$ cat config.mk
export PLATFORM = sky130hd
export DESIGN_NAME = alu_compare_unit
export DESIGN_NICKNAME = d
export VERILOG_FILES = /design/src/rtl/alu_compare_unit.sv
export SDC_FILE = /design/constraint.sdc
export NUM_CORES = 1
export LEC_CHECK = 0
export ABC_AREA = 0
export CAP_MARGIN = 20
export CORE_ASPECT_RATIO = 1.1
export CORE_MARGIN = 4
export CORE_UTILIZATION = 25
export CTS_CLUSTER_DIAMETER = 150
export CTS_CLUSTER_SIZE = 8
export DETAILED_ROUTE_END_ITERATION = 8
export PLACE_DENSITY_LB_ADDON = 0.2
export SLEW_MARGIN = 20
export SYNTH_ARGS = -nofsm -noshare
export SYNTH_HDL_FRONTEND = slang
export SYNTH_SLANG_ARGS = --single-unit
$ cat constraint.sdc
create_clock -name clk -period 12 [get_ports clk]
set_input_delay 3 -clock clk [delete_from_list [all_inputs] [get_ports clk]]
set_output_delay 3 -clock clk [all_outputs]
set_load 0.02 [all_outputs]
$ cat src/rtl/alu_compare_unit.sv
// RV32I execute-stage ALU plus branch comparator, both registered into a
// single output stage at the EX->MEM boundary.
module alu_compare_unit #(
  parameter int unsigned XLEN = 32
) (
  input  logic            clk,
  input  logic            rst,
  input  logic            in_valid,
  input  logic [XLEN-1:0] alu_in1,
  input  logic [XLEN-1:0] alu_in2,
  input  logic [3:0]      alu_op,
  input  logic [XLEN-1:0] cmp_in1,
  input  logic [XLEN-1:0] cmp_in2,
  input  logic [2:0]      funct3,
  output logic [XLEN-1:0] result,
  output logic            cond,
  output logic            out_valid
);

  logic [XLEN-1:0] alu_res;
  logic            cmp_res;
  logic [4:0]      shamt;

  logic [XLEN-1:0] result_d, result_q;
  logic            cond_d, cond_q;
  logic            out_valid_d, out_valid_q;

  assign shamt = alu_in2[4:0];

  always_comb begin
    alu_res = '0;
    unique case (alu_op)
      4'd0:    alu_res = alu_in1 + alu_in2;
      4'd1:    alu_res = alu_in1 - alu_in2;
      4'd2:    alu_res = alu_in1 << shamt;
      4'd3:    alu_res = {{(XLEN-1){1'b0}}, $signed(alu_in1) < $signed(alu_in2)};
      4'd4:    alu_res = {{(XLEN-1){1'b0}}, alu_in1 < alu_in2};
      4'd5:    alu_res = alu_in1 ^ alu_in2;
      4'd6:    alu_res = alu_in1 >> shamt;
      4'd7:    alu_res = $unsigned($signed(alu_in1) >>> shamt);
      4'd8:    alu_res = alu_in1 | alu_in2;
      4'd9:    alu_res = alu_in1 & alu_in2;
      4'd10:   alu_res = alu_in2;
      default: alu_res = '0;
    endcase
  end

  always_comb begin
    cmp_res = 1'b0;
    unique case (funct3)
      3'b000:  cmp_res = (cmp_in1 == cmp_in2);
      3'b001:  cmp_res = (cmp_in1 != cmp_in2);
      3'b100:  cmp_res = ($signed(cmp_in1) <  $signed(cmp_in2));
      3'b101:  cmp_res = ($signed(cmp_in1) >= $signed(cmp_in2));
      3'b110:  cmp_res = (cmp_in1 <  cmp_in2);
      3'b111:  cmp_res = (cmp_in1 >= cmp_in2);
      default: cmp_res = 1'b0;
    endcase
  end

  // Datapath outputs hold across bubbles; only the valid bit tracks every cycle.
  always_comb begin
    out_valid_d = in_valid;
    result_d    = in_valid ? alu_res : result_q;
    cond_d      = in_valid ? cmp_res : cond_q;
  end

  always_ff @(posedge clk) begin
    if (rst) begin
      result_q    <= '0;
      cond_q      <= 1'b0;
      out_valid_q <= 1'b0;
    end else begin
      result_q    <= result_d;
      cond_q      <= cond_d;
      out_valid_q <= out_valid_d;
    end
  end

  assign result    = result_q;
  assign cond      = cond_q;
  assign out_valid = out_valid_q;

endmodule

==> results of run 1 <==
final timing paths:
check / start / end / slack (ns) / cells past startpoint
worst max register to register: result[28] / result[28] / 10.07 / 6
worst max-delay path: alu_in2[4] / result[16] / 4.85 / 13
worst min register to register: result[17] / result[17] / 0.45 / 2
worst min-delay path: result[17] / result[17] / 0.45 / 2
power breakdown:
part           switching, mW  internal (mW)
Sequential           0.00525          0.120
Combinational          0.357          0.223
Clock                 0.0633         0.0827
Total                  0.425          0.426
cells in the mapped netlist (27+ instances only):
cell type	instances	area (um^2)
a21o_1	29	218
a21oi_1	138	691
a221oi_1	27	236
clkbuf_1	70	263
dfxtp_1	34	681
ha_1	129	1610
inv_1	134	503
mux2i_1	68	681
mux4_2	45	1010
nand2_1	141	529
nand3_1	36	180
nor2_1	161	604
nor3_1	27	135
o21ai_0	79	395
cell usage in the layout, fill, tap and decap left out, types with 8 or more instances in the layout:
master	Yosys	routed
and2_1	8	8
a21o_1	29	29
nor4_1	10	10
mux2i_1	68	68
dfxtp_1	34	34
o21ai_0	79	79
inv_1	134	134
ha_1	129	129
a22o_1	9	9
xnor2_1	8	8
nand2b_1	12	12
or3_1	11	11
nand2_1	141	141
nand4_1	17	17
a22oi_1	16	16
nor3_1	27	26
a211o_1	8	8
a31oi_1	11	11
o2111ai_1	9	9
mux4_2	45	45
o21bai_1	15	15
clkdlybuf4s50_1	0	166
o31ai_1	13	13
nand3_1	36	36
o211ai_1	21	21
o21ai_1	25	24
and3_1	10	10
o21a_1	10	10
o221ai_1	13	13
nor2b_1	18	18
a221o_1	12	12
o22ai_1	15	15
mux2_2	16	16
buf_4	3	35
nor2_1	161	159
a21oi_1	138	138
a221oi_1	27	27
a211oi_1	24	24
cell families after synthesis:
group | count (synthesis)
buffers and inverters | 252
xor gates and xnor gates | 10
muxes | 136
and+or+nand+nor | 477
DFF | 34
adders and majority gates | 131
AOI/OAI and AO/OA | 527
registers in the layout (all words and copies together) (netlist names):
name	flops
cond	1
result	32
out_valid	1
stage by stage:
stage,hold slack [ns],util [%]
after floorplan,0.525,-
after global placement,0.438,30.2
after detailed placement,0.447,30.2
after CTS,0.455,30.5
after global routing,0.483,30.5
final,0.450,30.5
worst max-delay path: cells and delay by family:
kind,cells,cell delay (ns)
AOI/OAI and AO/OA,6,2.14
adders and majority gates,1,0.56
buffers and inverters,3,1.12
and+or+nand+nor,3,0.46
area by class of cell:
cell class | instances | area, um^2
sequential | 34 | 681
inverter | 140 | 526
clock buffer | 7 | 143
clock inverter | 1 | 5.00
multi-input combinational | 1281 | 9520
tap | 581 | 727
fill | 4969 | 30800
antenna | 1 | 2.50
timing repair buffer | 205 | 1940
layer usage:
layer  up-vias  global-route usage (%)  routed length (um)
met1      6418                    31.4               25700
met5         -                       0                   0
met2       554                    38.9               27700
li1       6005                       -                   -
met4         0                    7.46                1960
met3        76                    2.39                3460
==> impl_metrics.toml, run 1 <==
[outcome]
status = "completed"

[worst_setup_path]
cp-start-kind = "primary input"
crit_path_cell_trace = "clkdlybuf4s50_1, buf_4, inv_1, ha_1, nand2b_1, a221o_1, a211oi_2, nor3_1, o211ai_1, a2bb2oi_1, nor2_1, a2111oi_0, o21ai_1"
crit_fanout = 26
critical-path-slowest-cell = "a2111oi_0"
critPathKind = "in -> reg"
max_stage_delay_ns = 0.93
cp.required_ns = 12.16
cp.arrival_ns = 7.31
cp-end-kind = "flop"

[timing]
final.period_utilization_pct = 59.5
hold_violations = 0
finalClockSkew_ns = 0
relSlewSlack_pct = 27.7
fmax_mhz = 140
worst_slew_pin_slew_ns = 1.06
fin_ws_ns = 4.85
setup_tns_ns = 0
setup_viol = 0
report.final.slew_viol_count = 0
rsz0062_at_grt = "false"
fin_crit_ns = 7.15

[synth]
synth_nets = 1836
synth_top_family_by_area = "compound AO/OA/AOI/OAI gates"
synthArstFlopShare_pct = 0
synthSimpleGateAreaFrac_pct = 19.6
synth-seq-area-share_pct = 6.07
synth-xor-area-share_pct = 0.781
netlist_instances = 1567
synth_area_um2 = 11200
yosys.area_share.adder_pct = 14.8
synth.distinct_cells = 92
yosysWarnings = 0
synth-seq-cells = 34
synthMuxAreaShare_pct = 17.4
synth.avg_cell_area_um2 = 7.15
ys.flop_type = "dfxtp_1"
synth-compound-area-share_pct = 32.0
synth_edf_count = 0

[placement]
hpwl_mm = 46.3
numPlacedInstances = 2241
port-buffer-count = 171
globalplace.congestion = 0.999
pre_cts_ws_ns = 4.62
place_area_um2 = 13400

[clocking]
clock_latency_ns = 0.30
cts_buffers = 5
cts_resized = 0
root_buffer = "clkbuf_16"
cts.clk_slew.worst_paths_ns = 0.06
htree_levels = 2
cts.sinks = 34
postCtsSetupBuffers = 0
cts_tree = "done"
hold_buffers = 0
cts_buffer_depth = 2

[routing]
vias_per_cell = 5.80
via_count = 13100
wl_per_cell_um = 26.2
ant_nets = 0
wl_mm = 58.9
first_iter_violations = 1434
firstDrtPassIters = 5
drc_errors = 0

[power]
leakage_nw = 5.56
p_total_mw = 0.851
power.density_nw_per_um2 = 62.8
peakVddDrop_mv = 0.0501

[min_path]
hold_path_class = "reg -> reg"

[final_layout]
layout-drive-gt1-share_pct = 8.75
instances_no_fill = 2250
fin_area_um2 = 13500
area_delta_synth_final_pct = 20.9
finalNetCount = 1936

[global_route]
grt-ovfl-total = 0
grt_pass1_wl_mm = 85.6
grtUsageTotal_pct = 23.2
antenna_found_initial = 2
grt_max_degree = 70
first_global_vias = 12600

[job]
cap_viol_max_count = 0

[floorplan]
die_area_um2 = 48300
initial_core_util_pct = 25.2
io_pins = 172
die_height_um = 230
core_um2 = 44400
die_width_um = 210
row_count = 81
Note: power is estimated with default switching activity, not from simulation.
==> run 2, diff against run 1 <==
- clock period: 12 -> 6.2 ns (I/O delays scaled with it)
==> impl_metrics.toml, run 2 (synthesis results as in run 1) <==
[outcome]
status = "completed"

[power]
leakage_nw = 5.68
p_total_mw = 1.66
peakVddDrop_mv = 0.0970
power.density_nw_per_um2 = 121

[floorplan]
die_area_um2 = 48300
initial_core_util_pct = 25.2
row_count = 81
core_um2 = 44400
die_width_um = 210
io_pins = 172
die_height_um = 230

[final_layout]
layout-drive-gt1-share_pct = 10.2
largest_register_ffs = 32
final_common_cell = "clkdlybuf4s50_1"
area_delta_synth_final_pct = 22.5
finalNetCount = 1963
diodes = 0
final_cell_mix = "166 x clkdlybuf4s50_1, 159 x nor2_1, 141 x nand2_1"

[routing]
vias_per_cell = 5.91
via_count = 13400
wl_mm = 60.9
first_iter_violations = 1656
ant_nets = 0
firstDrtPassIters = 7
wl_per_cell_um = 26.8
drc_errors = 0

[timing]
rsz0062_at_grt = "false"
report.final.slew_viol_count = 0
setup_viol = 0
fin_crit_ns = 5.08
finalClockSkew_ns = 0
hold_violations = 0
final.period_utilization_pct = 81.9
worst_slew_pin_slew_ns = 1.05
setup_tns_ns = 0
relSlewSlack_pct = 29.9
fmax_mhz = 197

[clocking]
htree_levels = 2
cts.sinks = 34
postCtsSetupBuffers = 0
cts_tree = "done"
root_buffer = "clkbuf_16"
clock_latency_ns = 0.30
hold_buffers = 0
cts_buffers = 5
cts.clk_slew.worst_paths_ns = 0.07
cts_resized = 0
cts_buffer_depth = 2

[placement]
globalplace.congestion = 1.02
port-buffer-count = 171
hpwl_mm = 49.1

[worst_setup_path]
crit_fanout = 10
rr_startpoint = "result[28]"
crit_path_start = "alu_in1[5]"
cp.arrival_ns = 5.32
cp-start-kind = "primary input"
cp.required_ns = 6.44
r2r_slack_ns = 4.41
critPathKind = "in -> reg"
cp-end-kind = "flop"

[global_route]
first_global_vias = 13100
grtUsageTotal_pct = 24.2
grt_max_degree = 60
grt-ovfl-total = 0
antenna_found_initial = 2
grt_pass1_wl_mm = 88.5

[min_path]
hold_path_class = "reg -> reg"
min_from = "result[9]"

[job]
cap_viol_max_count = 0
-- run 2: cell types whose count changed in the layout (fill, tap and decap cells not counted), sizes merged --
cell,before,now
diode,1,0
clkinv,2,1
buf,39,66
-- run 2: final cells by class --
type,instances,area (um^2)
flip-flops and latches,34,681
multi-input cells,1281,9510
clock buffers,7,133
repair buffers,232,2150
well taps,581,727
inverters,140,526
fillers,4890,30700
-- run 2: metal layers --
| layer | global-route usage, % | vias up | wire, um |
|---|---|---|---|
| li1 | - | 6075 | - |
| met1 | 32.1 | 6509 | 25700 |
| met2 | 39.4 | 728 | 27700 |
| met3 | 4.15 | 134 | 4900 |
| met4 | 8.59 | 2 | 2610 |
| met5 | 0 | - | 13 |
-- run 2: final timing paths --
kind,to,depth (start not counted)
max,result[30],12
min,result[9],2
max reg2reg,result[28],6
min reg2reg,result[9],2
-- run 2: metrics by stage --
step           cells  cell area, um^2  util (%)  hold WS [ns]  worst slack (ns)
5_1_grt         2275            13700      30.9         0.470             0.982
6_report        2275            13700      30.9         0.446              1.12
3_5_place_dp    2268            13600      30.6         0.443             0.913
4_1_cts         2275            13700      30.9         0.450              1.25
3_3_place_gp    2268            13600      30.6         0.439              1.01
2_1_floorplan   1567            11200         -         0.525              1.20
-- run 2: power by group --
part / switching, mW / internal, mW
combinational: 0.703 / 0.444
clock: 0.117 / 0.148
sequential: 0.0104 / 0.232
-- run 2: worst max-delay path, stage by stage --
cell	delay, ns
clkdlybuf4s50_1	0.68
inv_1	0.13
ha_1	0.55
o211ai_1	0.16
o21a_1	0.29
a21o_1	0.26
o21ai_2	0.33
a211oi_1	0.21
o31ai_2	0.50
a31oi_1	0.19
mux2_1	0.34
a31oi_1	0.12
==> run 3, diff against run 2 <==
- clock period: 6.2 -> 4.6 ns (I/O delays scaled with it)
==> impl_metrics.toml, run 3 (synthesis results as in run 1) <==
[routing]
ant_nets = 0
wl_per_cell_um = 26.3
wl_mm = 62.1
drc_errors = 0
vias_per_cell = 5.77
first_iter_violations = 1626
firstDrtPassIters = 8
via_count = 13600

[placement]
port-buffer-count = 171
hpwl_mm = 50.8
globalplace.congestion = 1.01

[global_route]
antenna_found_initial = 0
grt-ovfl-total = 0
grt_pass1_wl_mm = 89.0
grtUsageTotal_pct = 24.4
first_global_vias = 13100
grt_max_degree = 65

[clocking]
root_buffer = "clkbuf_16"
clock_latency_ns = 0.29
cts.clk_slew.worst_paths_ns = 0.07
hold_buffers = 0
cts_buffers = 5
htree_levels = 2
cts_tree = "done"
cts_buffer_depth = 2
cts.sinks = 34

[timing]
fin_crit_ns = 4.47
rsz0062_at_grt = "false"
fmax_mhz = 224
finalClockSkew_ns = 0
final.period_utilization_pct = 97.2
relSlewSlack_pct = 40.8
setup_viol = 0
report.final.slew_viol_count = 0
hold_ws_ns = 0.446
hold_violations = 0
worst_slew_pin_slew_ns = 0.884

[power]
power.density_nw_per_um2 = 161
power.internal_mw = 1.18
pwr-share-seq_pct = 14.0
clkPwrFrac_pct = 15.3
leakage_nw = 6.12
p_comb_share_pct = 70.7
p_total_mw = 2.33
p_sw_mw = 1.15
swShare_pct = 49.3
peakVddDrop_mv = 0.123

[worst_setup_path]
path_buf_inv = 2
critical-path-slowest-cell = "clkdlybuf4s50_1"
crit_path_cell_trace = "clkdlybuf4s50_1, ha_1, fa_1, a211oi_1, o21a_1, a21o_1, o21ai_2, a211oi_1, buf_4, o31ai_2, a31oi_1, mux2_1, a31oi_1"
critPathTopFamily = "compound AO/OA/AOI/OAI gates"
cp-end-kind = "flop"
cp.arrival_ns = 4.71
cp-start-kind = "primary input"
max_stage_delay_ns = 0.48
cp.required_ns = 4.83
crit_fanout = 4
critPathKind = "in -> reg"

[floorplan]
die_height_um = 230
die_area_um2 = 48300
io_pins = 172
core_um2 = 44400
initial_core_util_pct = 25.2
die_width_um = 210
row_count = 81

[final_layout]
final_util_pct = 32.5
finalNetCount = 2047
layout-drive-gt1-share_pct = 14.5
final_cell_mix = "166 x clkdlybuf4s50_1, 159 x nor2_1, 141 x nand2_1"
area_delta_synth_final_pct = 28.9
final_common_cell = "clkdlybuf4s50_1"
largest_register_ffs = 32

[job]
cap_viol_max_count = 0

[min_path]
hold_path_class = "reg -> reg"

[outcome]
status = "completed"
-- run 3: cell count changes in the layout (fill, tap and decap cells not counted) --
cell and change:
nor4_2 +2, nor4_1 -2, o311ai_1 +1, nor2b_1 +1
nor2b_2 -1, o311ai_0 -1, a2111oi_0 -1, diode_2 +1
buf_4 +78, a2111oi_1 +1, buf_12 +6
-- run 3: what timing repair did --
action / in CTS / in global routing
gates resized for setup: 0 / 4
endpoints found under the setup margin: 0 / 5
buffers inserted: 0 / 1
-- run 3: layout make-up --
| type | count | area [um^2] |
|---|---|---|
| inverters | 140 | 526 |
| repair buffers | 316 | 2850 |
| multi-input cells | 1281 | 9530 |
| diodes | 1 | 2.50 |
| fillers | 4878 | 29900 |
| flip-flops and latches | 34 | 681 |
| well taps | 581 | 727 |
| clock buffers | 7 | 133 |
-- run 3: final timing paths --
check,slack [ns],cells after the start,from,endpoint
worst max-delay path,0.13,13,alu_in1[0],result[30]
worst min register to register,0.45,2,result[5],result[5]
worst min-delay path,0.45,2,result[5],result[5]
worst max register to register,2.85,6,result[28],result[28]
-- run 3: tightest hold or removal path: cells and delay by family, from the launching register on --
family / cells / cell delay (ns)
flip-flops: 1 / 0.30
AND/OR/NAND/NOR: 1 / 0.05
AO/OA/AOI/OAI: 1 / 0.05
-- run 3: routing by layer --
| metal | GRT usage (%) | vias up | share of wire (%) |
|---|---|---|---|
| li1 | - | 6227 | - |
| met1 | 33.1 | 6576 | 43 |
| met2 | 39.5 | 707 | 45 |
| met3 | 3.68 | 108 | 7.9 |
| met4 | 8.71 | 0 | 3.9 |
| met5 | 0 | - | 0 |
-- run 3: stage by stage --
step	setup slack (ns)	std cells	instance area, um^2	setup TNS (ns)
after floorplan	0.00465	1567	11200	0
after global placement	-0.168	2351	14300	-0.230
after detailed placement	-0.219	2351	14300	-0.563
after CTS	0.0926	2358	14400	0
after global routing	0.0402	2359	14400	0
final	0.127	2360	14400	0
-- run 3: power by group through the flow --
stage	clock network, mW	logic (mW)	registers [mW]
global placement	0	1.61	0.333
CTS	0.372	1.61	0.327
detailed placement	0	1.60	0.333
global route	0.372	1.75	0.328
floorplan	0	0.884	0.349
finish	0.356	1.64	0.327
